[config.mk]
export PLATFORM = sky130hd
export DESIGN_NAME = sd_spi_responder
export DESIGN_NICKNAME = d
export VERILOG_FILES = /design/src/rtl/sd_spi_pkg.sv /design/src/rtl/sd_spi_responder_byte_if.sv /design/src/rtl/sd_spi_responder.sv
export SDC_FILE = /design/constraint.sdc
export NUM_CORES = 1
export LEC_CHECK = 0
export CORE_UTILIZATION = 25
export CTS_BUF_LIST = sky130_fd_sc_hd__clkbuf_8
export DETAILED_ROUTE_END_ITERATION = 12
export PLACE_DENSITY_LB_ADDON = 0.2
export RECOVER_POWER = 100
export REMOVE_ABC_BUFFERS = 1
export SETUP_SLACK_MARGIN = 0.05
export SYNTH_ARGS = -nofsm -noshare
export SYNTH_HDL_FRONTEND = slang
export SYNTH_SLANG_ARGS = --single-unit
[constraint.sdc]
create_clock -name clk -period 3.5 [get_ports clk]
set_clock_uncertainty 0.05 [all_clocks]
set_input_delay 0.7 -clock clk [delete_from_list [all_inputs] [get_ports clk]]
set_output_delay 0.7 -clock clk [all_outputs]
set_load 0.02 [all_outputs]
[src/rtl/sd_spi_pkg.sv]
// Shared state encoding, SD command indices, token values and R1 response rule
// for the SPI-mode SD card responder.
package sd_spi_pkg;

    typedef enum logic [3:0] {
        S_CMD,
        S_NCR,
        S_R1,
        S_RD_GAP,
        S_RD_TOKEN,
        S_RD_DATA,
        S_RD_CRC,
        S_WR_TOKEN,
        S_WR_DATA,
        S_WR_CRC,
        S_WR_RESP,
        S_WR_BUSY
    } sd_state_t;

    localparam logic [5:0] CMD_GO_IDLE      = 6'd0;
    localparam logic [5:0] CMD_SEND_OP      = 6'd1;
    localparam logic [5:0] CMD_SET_BLEN     = 6'd16;
    localparam logic [5:0] CMD_READ_SINGLE  = 6'd17;
    localparam logic [5:0] CMD_WRITE_SINGLE = 6'd24;
    localparam logic [5:0] ACMD_SEND_OP     = 6'd41;

    localparam logic [7:0] TOKEN_START  = 8'hFE;
    localparam logic [7:0] DATA_RESP_OK = 8'h05;

    // R1 for a command, judged against the idle bit held before the command.
    function automatic logic [7:0] r1_value(input logic [5:0] idx, input logic idle);
        case (idx)
            CMD_GO_IDLE:                       return 8'h01;
            CMD_SEND_OP, ACMD_SEND_OP:         return 8'h00;
            CMD_SET_BLEN:                      return {7'b0, idle};
            CMD_READ_SINGLE, CMD_WRITE_SINGLE: return idle ? 8'h05 : 8'h00;
            default:                           return {5'b00000, 1'b1, 1'b0, idle};
        endcase
    endfunction

endpackage

[src/rtl/sd_spi_responder_byte_if.sv]
// SPI mode-0 byte engine: synchronizes sclk/cs/mosi into clk, shifts rx on rising
// and tx on falling sclk edges, and strobes byte_done once per received byte.
module spi_slave_byte_if (
    input  logic       clk,
    input  logic       rst,
    input  logic       sclk,
    input  logic       cs,
    input  logic       mosi,
    input  logic       tx_load,
    input  logic [7:0] tx_byte,
    output logic       miso,
    output logic [7:0] rx_byte,
    output logic       byte_done,
    output logic       cs_idle
);

    logic [2:0] sclk_q;
    logic [1:0] cs_q;
    logic [1:0] mosi_q;
    logic [2:0] bit_cnt;
    logic [7:0] tx;
    logic       skip_fall;
    logic       sclk_rise;
    logic       sclk_fall;

    assign cs_idle   = cs_q[1];
    assign sclk_rise = sclk_q[1] & ~sclk_q[2] & ~cs_q[1];
    assign sclk_fall = ~sclk_q[1] & sclk_q[2] & ~cs_q[1];
    assign miso      = tx[7];

    always_ff @(posedge clk or negedge rst) begin
        if (!rst) begin
            sclk_q    <= 3'b000;
            cs_q      <= 2'b11;
            mosi_q    <= 2'b11;
            bit_cnt   <= 3'd0;
            rx_byte   <= 8'h00;
            tx        <= 8'hFF;
            skip_fall <= 1'b0;
            byte_done <= 1'b0;
        end else begin
            sclk_q    <= {sclk_q[1:0], sclk};
            cs_q      <= {cs_q[0], cs};
            mosi_q    <= {mosi_q[0], mosi};
            byte_done <= 1'b0;
            if (cs_q[1]) begin
                bit_cnt   <= 3'd0;
                tx        <= 8'hFF;
                skip_fall <= 1'b0;
            end else begin
                if (sclk_rise) begin
                    rx_byte <= {rx_byte[6:0], mosi_q[1]};
                    bit_cnt <= bit_cnt + 3'd1;
                    if (bit_cnt == 3'd7) begin
                        byte_done <= 1'b1;
                        skip_fall <= 1'b1;
                    end
                end
                // The fall right after a byte boundary keeps the freshly loaded MSB on miso.
                if (sclk_fall) skip_fall <= 1'b0;
                if (tx_load) tx <= tx_byte;
                else if (sclk_fall && !skip_fall) tx <= {tx[6:0], 1'b1};
            end
        end
    end

endmodule

[src/rtl/sd_spi_responder.sv]
// Card end of the SD SPI protocol backed by a byte-wide memory port; handles
// CMD0, CMD1/ACMD41, CMD16, CMD17 and CMD24 with CRC ignored and sent as 0xFF.
module sd_spi_responder
    import sd_spi_pkg::*;
#(
    parameter int BLOCK_BYTES    = 512,
    parameter int MEM_ADDR_WIDTH = 16,
    parameter int BUSY_BYTES     = 4
) (
    input  logic                      clk,
    input  logic                      rst,
    input  logic                      sclk,
    input  logic                      cs,
    input  logic                      mosi,
    output logic                      miso,
    output logic [MEM_ADDR_WIDTH-1:0] mem_addr,
    output logic                      mem_rd,
    input  logic [7:0]                mem_rdata,
    output logic                      mem_we,
    output logic [7:0]                mem_wdata,
    output logic                      card_idle,
    output logic [15:0]               blocks_rd,
    output logic [15:0]               blocks_wr
);

    localparam int IDX_W = $clog2(BLOCK_BYTES);
    localparam int BLK_W = MEM_ADDR_WIDTH - IDX_W;
    localparam logic [IDX_W-1:0] IDX_LAST  = IDX_W'(BLOCK_BYTES - 1);
    localparam logic [7:0]       BUSY_LAST = 8'(BUSY_BYTES - 1);

    sd_state_t        state;
    logic [2:0]       cmd_cnt;
    logic [5:0]       cmd_idx;
    logic [BLK_W-1:0] blk;
    logic [IDX_W-1:0] idx;
    logic [7:0]       cnt;
    logic             rd_pend;
    logic [7:0]       rd_buf;
    logic             tx_load;
    logic [7:0]       tx_byte;
    logic [7:0]       rx_byte;
    logic             byte_done;
    logic             cs_idle;

    spi_slave_byte_if u_byte_if (
        .clk       (clk),
        .rst       (rst),
        .sclk      (sclk),
        .cs        (cs),
        .mosi      (mosi),
        .tx_load   (tx_load),
        .tx_byte   (tx_byte),
        .miso      (miso),
        .rx_byte   (rx_byte),
        .byte_done (byte_done),
        .cs_idle   (cs_idle)
    );

    // Memory port has no back-pressure: mem_rd/mem_we are single-clk strobes,
    // read data is taken one clk after mem_rd, writes complete in their strobe clk.
    always_ff @(posedge clk or negedge rst) begin
        if (!rst) begin
            state     <= S_CMD;
            cmd_cnt   <= 3'd0;
            cmd_idx   <= 6'd0;
            blk       <= '0;
            idx       <= '0;
            cnt       <= 8'd0;
            rd_pend   <= 1'b0;
            rd_buf    <= 8'hFF;
            tx_load   <= 1'b0;
            tx_byte   <= 8'hFF;
            mem_addr  <= '0;
            mem_rd    <= 1'b0;
            mem_we    <= 1'b0;
            mem_wdata <= 8'h00;
            card_idle <= 1'b1;
            blocks_rd <= 16'd0;
            blocks_wr <= 16'd0;
        end else begin
            tx_load <= 1'b0;
            mem_rd  <= 1'b0;
            mem_we  <= 1'b0;
            rd_pend <= mem_rd;
            if (rd_pend) rd_buf <= mem_rdata;
            if (cs_idle) begin
                state   <= S_CMD;
                cmd_cnt <= 3'd0;
            end else if (byte_done) begin
                tx_load <= 1'b1;
                tx_byte <= 8'hFF;
                case (state)
                    S_CMD: begin
                        if (cmd_cnt != 3'd0 || rx_byte[7:6] == 2'b01) begin
                            if (cmd_cnt == 3'd0) cmd_idx <= rx_byte[5:0];
                            else if (cmd_cnt < 3'd5) blk <= BLK_W'({blk, rx_byte});
                            if (cmd_cnt == 3'd5) begin
                                cmd_cnt <= 3'd0;
                                state   <= S_NCR;
                            end else begin
                                cmd_cnt <= cmd_cnt + 3'd1;
                            end
                        end
                    end
                    S_NCR: begin
                        tx_byte <= r1_value(cmd_idx, card_idle);
                        state   <= S_R1;
                        if (cmd_idx == CMD_GO_IDLE) card_idle <= 1'b1;
                        else if (cmd_idx == CMD_SEND_OP || cmd_idx == ACMD_SEND_OP) card_idle <= 1'b0;
                    end
                    S_R1: begin
                        if (!card_idle && cmd_idx == CMD_READ_SINGLE) state <= S_RD_GAP;
                        else if (!card_idle && cmd_idx == CMD_WRITE_SINGLE) state <= S_WR_TOKEN;
                        else state <= S_CMD;
                    end
                    S_RD_GAP: begin
                        tx_byte  <= TOKEN_START;
                        idx      <= '0;
                        mem_rd   <= 1'b1;
                        mem_addr <= {blk, {IDX_W{1'b0}}};
                        state    <= S_RD_TOKEN;
                    end
                    S_RD_TOKEN: begin
                        tx_byte  <= rd_buf;
                        mem_rd   <= 1'b1;
                        mem_addr <= {blk, idx + IDX_W'(1)};
                        state    <= S_RD_DATA;
                    end
                    // rd_buf always holds the byte after the one on the wire.
                    S_RD_DATA: begin
                        if (idx == IDX_LAST) begin
                            cnt   <= 8'd0;
                            state <= S_RD_CRC;
                        end else begin
                            idx     <= idx + IDX_W'(1);
                            tx_byte <= rd_buf;
                            if (idx + IDX_W'(1) != IDX_LAST) begin
                                mem_rd   <= 1'b1;
                                mem_addr <= {blk, idx + IDX_W'(2)};
                            end
                        end
                    end
                    S_RD_CRC: begin
                        if (cnt == 8'd1) begin
                            blocks_rd <= blocks_rd + 16'd1;
                            state     <= S_CMD;
                        end else begin
                            cnt <= cnt + 8'd1;
                        end
                    end
                    S_WR_TOKEN: begin
                        if (rx_byte == TOKEN_START) begin
                            idx   <= '0;
                            state <= S_WR_DATA;
                        end
                    end
                    S_WR_DATA: begin
                        mem_we    <= 1'b1;
                        mem_wdata <= rx_byte;
                        mem_addr  <= {blk, idx};
                        if (idx == IDX_LAST) begin
                            cnt   <= 8'd0;
                            state <= S_WR_CRC;
                        end else begin
                            idx <= idx + IDX_W'(1);
                        end
                    end
                    S_WR_CRC: begin
                        if (cnt == 8'd1) begin
                            tx_byte <= DATA_RESP_OK;
                            state   <= S_WR_RESP;
                        end else begin
                            cnt <= cnt + 8'd1;
                        end
                    end
                    S_WR_RESP: begin
                        tx_byte <= 8'h00;
                        cnt     <= 8'd0;
                        state   <= S_WR_BUSY;
                    end
                    S_WR_BUSY: begin
                        if (cnt == BUSY_LAST) begin
                            blocks_wr <= blocks_wr + 16'd1;
                            state     <= S_CMD;
                        end else begin
                            cnt     <= cnt + 8'd1;
                            tx_byte <= 8'h00;
                        end
                    end
                    default: state <= S_CMD;
                endcase
            end
        end
    end

endmodule

==> out/qor.csv <==
stage,metric,value,unit
synthesis,synth_compound_area_share,12.1,%
die,die_h,169,um
place,hpwl,12300,um
finish,nFillCells,2869,
status,outcome,"finished, violations left",
cts,clkSinkCount,142,
critical_path,path_class,reg2reg,
sta,rsz0062_at_grt,false,
cts,clk_pin_slew,100,ps
status,violations,"max-capacitance violations, max-slew violations",
synthesis,syn_avg_cell_area,11.2,um^2
pwr,p_clk_share,40.2,%
synthesis,ys_warn_count,0,
place,port_buffers,72,
synthesis,netlist_area,6980,um^2
global_route,grt_pass1_vias,5337,
synthesis,synth_edf_count,0,
synthesis,synth-seq-cells,142,
cts,clock-root-buffer,clkbuf_8,
critical_path,end_kind,register,
finish,n_antenna_cell,0,
cts,post-cts-setup-buffer-count,0,
global_route,track_usage,12.6,%
pwr,switching_share,27.5,%
routing,wl_per_cell,15.9,um
routing,drtPass1Iterations,4,
finish,layout.nets,727,
global_route,grt_max_degree,70,
sta,tns,0,ps
sta,slew_violations,50,
pwr,leakagePower,0.00383,uW
critical_path,cp.arrival,3370,ps
sta,fmax,323,MHz
synthesis,seq_area_frac_synth,51.5,%
routing,wl_met3,371,um
synthesis,synthFlopType,dfrtp_1,
sta,slew-limit-headroom,-80.3,%
synthesis,synthCells,622,
cts,hold_buffers,0,
pwr,powerDensity,367,nW/um^2
die,ios,73,
routing,avgViaCountPerCell,4.74,
synthesis,synth-xor-area-share,4.77,%
sta,timing.final.ws_setup,408,ps
cts,cts_tree,built,
sta,setup_violations,0,
die,start_util,25.7,%
sta,hold_viol,0,
cts,numCtsBuffers,17,
pwr,vdd_drop_max,0.185,mV
cts,cts_buffer_depth,2,
synthesis,synth_top_area_share,40.5,%
routing,dr_wl_met2,8550,um
critical_path,reg2reg_from,idx[0],
pwr,power.switching,857,uW
critical_path,crit_fanout,12,
synthesis,synth_top_family_by_area,simple AND/OR/NAND/NOR gates,
global_route,grt-ovfl-total,0,
routing,vias,5163,
place,place_congestion,0.819,
synthesis,synth_area_leaders,"dfrtp_1 41%, dfstp_2 11%, mux2_2 8.4%",
min_path,min-delay-start,u_byte_if.sclk_q[0],
finish,synthToLayoutAreaGrowth,21.5,%
routing,drc,0,
routing,drt_iter0_markers,312,
synthesis,synthSimpleGateAreaFrac,16.1,%
sta,fin_crit_sh,88.3,%
place,dpl_cell_area,8200,um^2
synthesis,ys_async_sr_fraction,100,%
die,rows,60,
finish,drive_gt1_share,18.5,%
synthesis,synthAdderAreaFrac,1.79,%
routing,dr.max_layer_used,met4,
synthesis,yosysTopAreaCell,dfrtp_1,
die,core,27200,um^2
sta,post-route-min-period,3090,ps
routing,postRouteAntennaNets,0,
finish,layout_commonest_cell,dfrtp_1,
min_path,hp-class,reg2reg,
critical_path,cp-startpoint,idx[0],
cts,clkLatencyLatePin,450,ps
global_route,antenna_found_initial,0,
pwr,comb_power_share,3.7,%
flow_run,cap_violations,1,
cts,ctsResizeCount,0,
critical_path,start_kind,register,
finish,fin_area,8470,um^2
pwr,internal_power,2260,uW
critical_path,critPathRequiredTime,3780,ps
sta,worst_pin_slew,2710,ps
pwr,pwr-share-seq,56.1,%
routing,met1_length,8110,um
place,place_ws,549,ps
die,dieArea,28600,um^2
cts,htree_levels,4,
die,die_w,169,um
synthesis,ys_types,74,
global_route,grt_pass1_wl,28500,um
routing,drt-total-wl,17300,um
finish,layout.cells.most_common_list,"113 x dfrtp_1, 63 x dlygate4sd3_1, 52 x mux2_2",
synthesis,synth_mux_area_share,11.3,%
-- layer usage --
metal	up-vias	global-route usage, %
met4	0	4.31
met5	-	0
li1	2447	-
met2	64	20.9
met3	15	2.29
met1	2637	16.5
-- cell families after synthesis --
logic type / Yosys count
xor+xnor: 38
mux: 69
buf+inv: 44
fa+ha+maj: 10
simple gates: 200
compound gates: 119
flops: 142
-- through the flow --
step	cells	hold WS, ps	util [%]	total power [uW]
CTS	1089	116	31.5	3170
global route	1089	322	31.2	3260
global placement	1057	290	30.2	1900
detailed placement	1057	286	30.2	1900
floorplan	593	281	-	1810
finish	1089	302	31.2	3110
-- worst max-delay path, stage by stage, from the launching register on --
cell,delay [ps]
dfrtp_1,560
ha_1,350
nand3_1,290
nor2_1,180
ha_1,300
nor2b_1,80
o211a_1,210
o211ai_1,450
clkbuf_1,240
o21ai_0,140
o41ai_1,90
-- power by group through the flow --
stage	Sequential [uW]	Clock, uW	Combinational [uW]
2_1_floorplan	1750	0	58.1
3_3_place_gp	1780	0	120
3_5_place_dp	1780	0	123
4_1_cts	1750	1300	123
5_1_grt	1760	1370	134
6_report	1750	1250	116
-- cells in the mapped netlist (all sizes together) (5+ instances only) --
cell / number
xor2: 16
ha: 10
nand4: 9
nor2: 38
mux2i: 11
a2bb2oi: 6
nor3b: 6
buf: 6
o31ai: 8
nor2b: 5
clkbuf: 23
dfstp: 29
nand3: 22
a31oi: 10
o22a: 6
a21oi: 24
nor4: 9
o21a: 5
nand2: 47
nand2b: 8
nor3: 14
o21ai: 25
dfrtp: 113
and3: 15
mux2: 58
inv: 14
xnor2: 22
-- sequential cells by signal (all words and copies together) (netlist names), 6 cells and up --
register	cells
tx_byte	8
blocks_rd	16
mem_wdata	8
idx	9
blocks_wr	16
mem_addr	16
u_byte_if.tx	8
rd_buf	8
cnt	8
cmd_idx	6
u_byte_if.rx_byte	8
blk	7
-- path summary, 6_finish.rpt --
path                                             to  slack [ps]  cells past startpoint
worst min register to register  u_byte_if.sclk_q[1]         300                      0
worst max register to register               idx[7]         410                     10
min in group asynchronous                    mem_we        1040                      1
worst min-delay path            u_byte_if.sclk_q[1]         300                      0
max in group asynchronous       u_byte_if.sclk_q[0]         810                      1
worst max-delay path                         idx[7]         410                     10
-- layout make-up --
| class | count | area (um^2) | share of cell area (%) |
|---|---|---|---|
| clock buffer | 17 | 234 | 2.76 |
| clock inverter | 15 | 129 | 1.52 |
| inverter | 15 | 56.3 | 0.664 |
| multi-input combinational | 436 | 3160 | 37.3 |
| sequential | 142 | 3590 | 42.4 |
| tap | 372 | 465 | 5.49 |
| timing repair buffer | 92 | 840 | 9.91 |
(Power assumes the default switching activity.)
